===== config.mk =====
export PLATFORM = sky130hd
export DESIGN_NAME = imm_encoder_flat
export DESIGN_NICKNAME = d
export VERILOG_FILES = /design/src/rtl/imm_encoder_if.sv /design/src/rtl/imm_encoder.sv /design/src/flat_wrapper.sv
export SDC_FILE = /design/constraint.sdc
export NUM_CORES = 1
export LEC_CHECK = 0
export ABC_CLOCK_PERIOD_IN_PS = 4700
export CAP_MARGIN = 5
export CORE_MARGIN = 5
export CORE_UTILIZATION = 45
export CTS_CLUSTER_DIAMETER = 40
export CTS_CLUSTER_SIZE = 28
export DETAILED_ROUTE_END_ITERATION = 16
export PLACE_DENSITY = 0.83
export SETUP_SLACK_MARGIN = 0.5
export SYNTH_ARGS = -nofsm -noshare
export SYNTH_HDL_FRONTEND = slang
export SYNTH_SLANG_ARGS = --single-unit

===== constraint.sdc =====
create_clock -name clk -period 4.7 [get_ports clk]
set_input_delay 0.94 -clock clk [delete_from_list [all_inputs] [get_ports clk]]
set_output_delay 0.94 -clock clk [all_outputs]
set_load 0.01 [all_outputs]

===== src/rtl/imm_encoder_if.sv =====
// Request/response bundle for imm_encoder: a valid/ready request side carrying
// a base instruction, an immediate and a format code, and a valid/ready result side.
interface imm_encoder_if;
    logic        in_valid;
    logic        in_ready;
    logic [31:0] in_base;
    logic [31:0] in_imm;
    logic [2:0]  ImmSrc;
    logic        out_valid;
    logic        out_ready;
    logic [31:0] out_inst;
    logic        out_err;

    // A beat moves on either side only in a cycle where valid and ready are both
    // high at the rising edge; a producer holds its payload until that happens.
    modport master (
        output in_valid, in_base, in_imm, ImmSrc, out_ready,
        input  in_ready, out_valid, out_inst, out_err
    );

    modport slave (
        input  in_valid, in_base, in_imm, ImmSrc, out_ready,
        output in_ready, out_valid, out_inst, out_err
    );
endinterface


===== src/rtl/imm_encoder.sv =====
// Packs a 32-bit immediate into the I/S/B/J/U fields of an RV32I instruction,
// flags unrepresentable immediates and counts them. Two-stage valid/ready pipe.
module imm_encoder #(
    parameter int CNT_W = 16
) (
    input  logic             clk,
    input  logic             rst,
    imm_encoder_if.slave     bus,
    input  logic             err_clr,
    output logic [CNT_W-1:0] err_count
);
    logic              r_s1_valid;
    logic [31:0]       r_s1_base;
    logic [31:0]       r_s1_imm;
    logic [2:0]        r_s1_src;
    logic              r_s1_bad;
    logic              r_s2_valid;
    logic [31:0]       r_out_inst;
    logic              r_out_err;
    logic [CNT_W-1:0]  r_err_count;

    logic              w_s2_adv;
    logic              w_in_fire;
    logic              w_out_fire;
    logic              w_in_bad;
    logic signed [31:0] w_imm_s;
    logic [31:0]       w_pack;

    assign w_s2_adv      = !r_s2_valid || bus.out_ready;
    assign bus.in_ready  = !r_s1_valid || w_s2_adv;
    assign w_in_fire     = bus.in_valid && bus.in_ready;
    assign w_out_fire    = r_s2_valid && bus.out_ready;
    assign bus.out_valid = r_s2_valid;
    assign bus.out_inst  = r_out_inst;
    assign bus.out_err   = r_out_err;
    assign err_count     = r_err_count;
    assign w_imm_s       = signed'(bus.in_imm);

    // Representability is decided on the raw request so stage 2 only has to pack.
    always_comb begin
        w_in_bad = 1'b1;
        case (bus.ImmSrc)
            3'b000, 3'b001: w_in_bad = (w_imm_s < -32'sd2048) || (w_imm_s > 32'sd2047);
            3'b010: w_in_bad = (w_imm_s < -32'sd4096) || (w_imm_s > 32'sd4094) || bus.in_imm[0];
            3'b011: w_in_bad = (w_imm_s < -32'sd1048576) || (w_imm_s > 32'sd1048574) || bus.in_imm[0];
            3'b100: w_in_bad = |bus.in_imm[11:0];
            default: w_in_bad = 1'b1;
        endcase
    end

    always_comb begin
        w_pack = r_s1_base;
        case (r_s1_src)
            3'b000: w_pack[31:20] = r_s1_imm[11:0];
            3'b001: begin
                w_pack[31:25] = r_s1_imm[11:5];
                w_pack[11:7]  = r_s1_imm[4:0];
            end
            3'b010: begin
                w_pack[31]    = r_s1_imm[12];
                w_pack[7]     = r_s1_imm[11];
                w_pack[30:25] = r_s1_imm[10:5];
                w_pack[11:8]  = r_s1_imm[4:1];
            end
            3'b011: begin
                w_pack[31]    = r_s1_imm[20];
                w_pack[19:12] = r_s1_imm[19:12];
                w_pack[20]    = r_s1_imm[11];
                w_pack[30:21] = r_s1_imm[10:1];
            end
            3'b100: w_pack[31:12] = r_s1_imm[31:12];
            default: w_pack = r_s1_base;
        endcase
    end

    always_ff @(posedge clk or posedge rst) begin
        if (rst) begin
            r_s1_valid <= 1'b0;
            r_s1_base  <= '0;
            r_s1_imm   <= '0;
            r_s1_src   <= '0;
            r_s1_bad   <= 1'b0;
        end else if (w_in_fire) begin
            r_s1_valid <= 1'b1;
            r_s1_base  <= bus.in_base;
            r_s1_imm   <= bus.in_imm;
            r_s1_src   <= bus.ImmSrc;
            r_s1_bad   <= w_in_bad;
        end else if (w_s2_adv) begin
            r_s1_valid <= 1'b0;
        end
    end

    // Payload only reloads when a real beat arrives, so a stalled result never moves.
    always_ff @(posedge clk or posedge rst) begin
        if (rst) begin
            r_s2_valid <= 1'b0;
            r_out_inst <= '0;
            r_out_err  <= 1'b0;
        end else if (w_s2_adv) begin
            r_s2_valid <= r_s1_valid;
            if (r_s1_valid) begin
                r_out_inst <= w_pack;
                r_out_err  <= r_s1_bad;
            end
        end
    end

    always_ff @(posedge clk or posedge rst) begin
        if (rst) begin
            r_err_count <= '0;
        end else if (err_clr) begin
            r_err_count <= '0;
        end else if (w_out_fire && r_out_err && (r_err_count != {CNT_W{1'b1}})) begin
            r_err_count <= r_err_count + {{(CNT_W-1){1'b0}}, 1'b1};
        end
    end
endmodule

===== src/flat_wrapper.sv =====
// flat-port wrapper written by rule: the top's interface ports become plain ports
module imm_encoder_flat 
#(
    parameter int CNT_W = 16
)
  (clk, rst, err_clr, err_count, bus_in_valid, bus_in_base, bus_in_imm, bus_ImmSrc, bus_out_ready, bus_in_ready, bus_out_valid, bus_out_inst, bus_out_err);
  imm_encoder_if bus_i ();
  input  logic clk;
  input  logic rst;
  input  logic err_clr;
  output logic [CNT_W-1:0] err_count;
  input wire logic [$bits(bus_i.in_valid)-1:0] bus_in_valid;
  input wire logic [$bits(bus_i.in_base)-1:0] bus_in_base;
  input wire logic [$bits(bus_i.in_imm)-1:0] bus_in_imm;
  input wire logic [$bits(bus_i.ImmSrc)-1:0] bus_ImmSrc;
  input wire logic [$bits(bus_i.out_ready)-1:0] bus_out_ready;
  output wire logic [$bits(bus_i.in_ready)-1:0] bus_in_ready;
  output wire logic [$bits(bus_i.out_valid)-1:0] bus_out_valid;
  output wire logic [$bits(bus_i.out_inst)-1:0] bus_out_inst;
  output wire logic [$bits(bus_i.out_err)-1:0] bus_out_err;
  assign bus_i.in_valid = bus_in_valid;
  assign bus_i.in_base = bus_in_base;
  assign bus_i.in_imm = bus_in_imm;
  assign bus_i.ImmSrc = bus_ImmSrc;
  assign bus_i.out_ready = bus_out_ready;
  assign bus_in_ready = bus_i.in_ready;
  assign bus_out_valid = bus_i.out_valid;
  assign bus_out_inst = bus_i.out_inst;
  assign bus_out_err = bus_i.out_err;
  imm_encoder #(.CNT_W(CNT_W)) u_core (.clk(clk), .rst(rst), .bus(bus_i), .err_clr(err_clr), .err_count(err_count));
endmodule

== Word level (Yosys, flattened, before mapping) ==
Index checks and enable logic that the tools add are counted.
Operators by class
  multipliers: 0
  reductions and logical operators: 22
  shift operators: 0
  bitwise gates (word level): 0
  multiplexer cells: 9
  divide/modulo/power cells: 0
  $add $sub $neg: 1
  order comparisons: 6
  equal/unequal tests: 9
Operators by type and width (number)
  greater-than comparator 32 x 12 -> 1 bit, second input constant: 1
  greater-than comparator 32 x 13 -> 1 bit, second input constant: 1
  greater-than comparator 32 x 21 -> 1 bit, second input constant: 1
  less-than comparator 32 x 12 -> 1 bit, second input constant: 1
  less-than comparator 32 x 13 -> 1 bit, second input constant: 1
  less-than comparator 32 x 21 -> 1 bit, second input constant: 1
  2-to-1 mux 16 bit: 2
  case mux 7 bit (4 select lines): 1
  adder 16 x 1 -> 16 bit, second input constant: 1
  != test 16 bit, second input constant: 1
  case mux 5 bit (3 select lines): 1
  == test 3 x 2 -> 1 bit, second input constant: 4
  OR reduction 12 bit: 1
  case mux 5 bit (2 select lines): 1
  2-to-1 mux 8 bit: 1
  logical OR 1 bit: 7
  == test 3 x 1 -> 1 bit, second input constant: 2
  == test 3 bit, second input constant: 2
  logical NOT 3 bit: 2
  OR reduction 2 bit: 3
  logical AND 1 bit: 4
  case mux 1 bit (4 select lines): 1
  nonzero test 2 bit: 2
  logical NOT 1 bit: 2
  2 further kinds: 3
Storage, ports and cells
  memories kept: 0
  memory bits (read-only): 0
  word-level logic and storage cells: 56
  bits of input ports: 72
  memory bits (writable): 0
  latch bits: 0
  register bits: 119
  output and inout port bits: 51

== Longest topological paths before layout ==
  word-level depth: 5
  mapped depth: 7

== Worst setup path before layout ==
OpenSTA, ideal clock, no wires.
  path type: input to register
  start: input port bus_out_ready
  end: register u_core.r_s1_base[10]
  path buffers: 2
  setup slack: 2.441 ns
  stages on the path: 5
  data arrival time: 2.135 ns
  setup time: 0.125 ns
  data required time: 4.575 ns
  cells stage by stage: nand3b_1 > nand2_1 > buf_2 > buf_2 > mux2_2
Between the ends
  cells in the longest elaborated chain, start to end: 3
Ends and longest elaborated chain
  start: declaration: RTL line flat_wrapper.sv:16  | input wire logic [$bits(bus_i.out_ready)-1:0] bus_out_ready;
  logical OR 1 bit: RTL line imm_encoder.sv:29  | assign w_s2_adv = !r_s2_valid || bus.out_ready;
  logical OR 1 bit: RTL line imm_encoder.sv:30  | assign bus.in_ready = !r_s1_valid || w_s2_adv;
  logical AND 1 bit: RTL line imm_encoder.sv:31  | assign w_in_fire = bus.in_valid && bus.in_ready;
  end signal: assignment: RTL line imm_encoder.sv:85  | r_s1_base <= bus.in_base;
  end: declaration: RTL line imm_encoder.sv:13  | logic [31:0] r_s1_base;
Every way passes these cells.
A chain may end at the register's enable or synchronous reset.

== Worst setup path after layout ==
  start: input port bus_out_ready
  end: output port bus_in_ready
Between the ends
  cells in the longest elaborated chain, start to end: 2
Ends and longest elaborated chain
  logical OR 1 bit: RTL line imm_encoder.sv:29
  logical OR 1 bit: RTL line imm_encoder.sv:30
  end: declaration: RTL line flat_wrapper.sv:17  | output wire logic [$bits(bus_i.in_ready)-1:0] bus_in_ready;
Every way passes these cells.

==> results_dict.tcl <==
set metrics [dict create \
    avgRoutedWirePerCell_um 18.1 \
    worstSetupEndpointType "output pin" \
    syn_area_sq_um 5290 \
    fp.dieH_um 118 \
    rows 39 \
    status "finished, final reports clean" \
    synth_edf_count 0 \
    slew-limit-headroom_pct 26.8 \
    critPathKind "in2out" \
    syn_area_per_cell_sq_um 11.8 \
    dr.pass1.iters 4 \
    cp.required_ns 3.76 \
    finalSetupTns_ns 0 \
    ctsResizeCount 0 \
    drive_gt1_share_pct 20.9 \
    grt_pass1_vias 4228 \
    track_usage_pct 19.1 \
    gp_congestion 0.899 \
    min_to "u_core.bus.out_inst[14]$_DFFE_PP0P_" \
    grt_pass1_wl_mm 21.4 \
    crit_arrival_ns 2.23 \
    die_width_um 118 \
    worst_slew_pin_slew_ns 1.09 \
    antenna_left 0 \
    reg2reg_setup_slack_ns 2.10 \
    synth_common_cells "dfrtp_1, mux2_2, o21ai_0" \
    hp-start "u_core.bus.out_inst[14]$_DFFE_PP0P_" \
    crit_chain "clkdlybuf4s50_1 -> nand3b_1 -> clkdlybuf4s50_1" \
    gr-usage-met2_pct 30.0 \
    cts_max_level 4 \
    core_area_sq_um 11500 \
    clock_path_buffers 2 \
    crit_start "bus_out_ready" \
    setup_viol 0 \
    ios 123 \
    powerDensity_nw_per_um2 441 \
    antenna_cells 0 \
    cts-hold-fix-buffers 0 \
    power_uw 3180 \
    hold_path.class "reg2reg" \
    dp_hpwl_mm 9.57 \
    synth_top_area_share_pct 56.3 \
    max_cap_viol_count 0 \
    layout_worst_path_cycle_share_pct 67.4 \
    start_kind "input port" \
    insertion_delay_ns 0.41 \
    utilization_pct 62.8 \
    skew_ns 0.0128 \
    initial_core_util_pct 46.1 \
    place_inst 695 \
    cts_tree "yes" \
    viasPerCell 5.52 \
    vdd_ir_drop_max_v 0.000218 \
    cts_setup_buffers 0 \
    r2r_start "u_core.r_s1_src[0]$_DFFE_PP0P_" \
    p_leak_uw 0.00290 \
    syn2layout_area_growth_pct 36.1 \
    async_flop_share_pct 100 \
    drt-initial-drc-count 309 \
    rr_endpoint "u_core.bus.out_inst[22]$_DFFE_PP0P_" \
    layout.nets 644 \
    whs_ns 0.479 \
    global_route.usage.met3_pct 5.73 \
    drc 0 \
    maxSlewViolCount 0 \
    yosysUniqueCellTypes 41 \
    synth_fp_nets 522 \
    slowest_delay_ns 0.58 \
    r2r_cells 5 \
    fp.dieArea_sq_um 14000 \
    synth.ff_latch_count 119 \
    drt-total-wl_mm 13.1 \
    grt_max_degree 59 \
    min_period_ns 3.17 \
    synth_most_common_cell "dfrtp_1" \
    cts.sinks 119 \
    rsz0062_at_grt "false" \
    finalHoldViolCount 0 \
    cpMostUsedCell "clkdlybuf4s50_1" \
    fmax_mhz 316 \
    crit_fanout 4 \
    root_buffer "clkbuf_16" \
    grt_overflow 0 \
    yosys-top-cells-area "dfrtp_1, mux2_2, o21ai_0" \
    crit_slowest_cell "clkdlybuf4s50_1" \
    synthCells 449 \
    cts_buffers 17 \
    ys_seq_area_share_pct 56.3 \
    busiest_layer "met2" \
    grt_use_met1_pct 24.2 \
    yosys.area.top_type "dfrtp_1" \
    antenna_found_initial 0 \
    hold_path_depth 2 \
    stdcell_count 727 \
    clkTransAtPathRegs_ns 0.05 \
    ys_warn_count 0 \
    dr_total_vias 4016 \
    io_buffers 122 \
    synthFlopType "dfrtp_1" \
]
==> layout make-up <==
type	instances	area [sq um]
sequential	119	2980
inverter	4	17.5
tap	143	179
clock inverter	11	98.8
multi-input combinational	303	2200
clock buffer	21	480
timing repair buffer	126	1250
fill	867	4270
==> metal layers <==
layer	part of all wire [%]	vias to the layer above
met5	0	-
met4	2.7	0
met3	6.6	28
met2	49	170
met1	42	1942
li1	-	1876
==> through the flow <==
step	worst slack, ns	area, sq um
after global placement	1.44	6620
after detailed placement	1.34	6620
final	1.53	7200
after CTS	1.53	7200
after floorplan	0.603	5290
after global routing	1.47	7200
==> cells in the final DEF, fill, tap and decap left out, drive strengths merged, types with 2 or more instances in the layout <==
master           n
and4             3
nand2           38
nor2            27
o21ai           45
nand4            9
buf              4
clkbuf          21
nor2b            6
nand3b           2
clkdlybuf4s50  122
or4              3
mux2i           14
xnor2            8
clkinvlp         6
a22oi            7
and3             5
inv              4
nand2b           4
dfrtp          119
a221oi           6
nor4            12
mux2            76
clkinv           4
nor3             4
nand3           14
a21oi            6
xor2             5
==> worst max-delay path: cells and delay by family <==
kind / cells / cell delay, ns
simple gates: 1 / 0.21
buf+inv: 2 / 1.08
==> state kept, by name, indices dropped and copies added, names as in the netlist <==
signal                cells
u_core.r_s1_bad           1
u_core.err_count         16
u_core.bus.out_err        1
u_core.r_s1_base         32
u_core.r_s1_src           3
u_core.bus.out_inst      32
u_core.bus.out_valid      1
u_core.r_s1_imm          32
u_core.r_s1_valid         1
==> how the worst max path moves through the flow <==
| stage | endpoint | slack (ns) | cells after the start |
|---|---|---|---|
| after detailed placement | u_core.r_s1_imm[19]$_DFFE_PP0P_ | 1.34 | 5 |
| after global placement | u_core.r_s1_base[18]$_DFFE_PP0P_ | 1.44 | 5 |
| after global routing | bus_in_ready | 1.47 | 3 |
| after CTS | bus_in_ready | 1.53 | 3 |
| final | bus_in_ready | 1.53 | 3 |
| after floorplan | u_core.bus.out_err$_DFFE_PP0P_ | 0.60 | 1 |
==> power breakdown <==
part / internal, uW / switching (uW)
clock network: 779 / 449
registers: 1190 / 124
logic: 359 / 273
==> kinds of logic after synthesis <==
family / synth area share [%]
xor gates and xnor gates: 2.15
DFF: 56.3
AOI/OAI and AO/OA: 7.83
and+or+nand+nor: 12.4
muxes: 18.8
buffers and inverters: 2.27
adders and majority gates: 0.237
(Power assumes the default switching activity.)
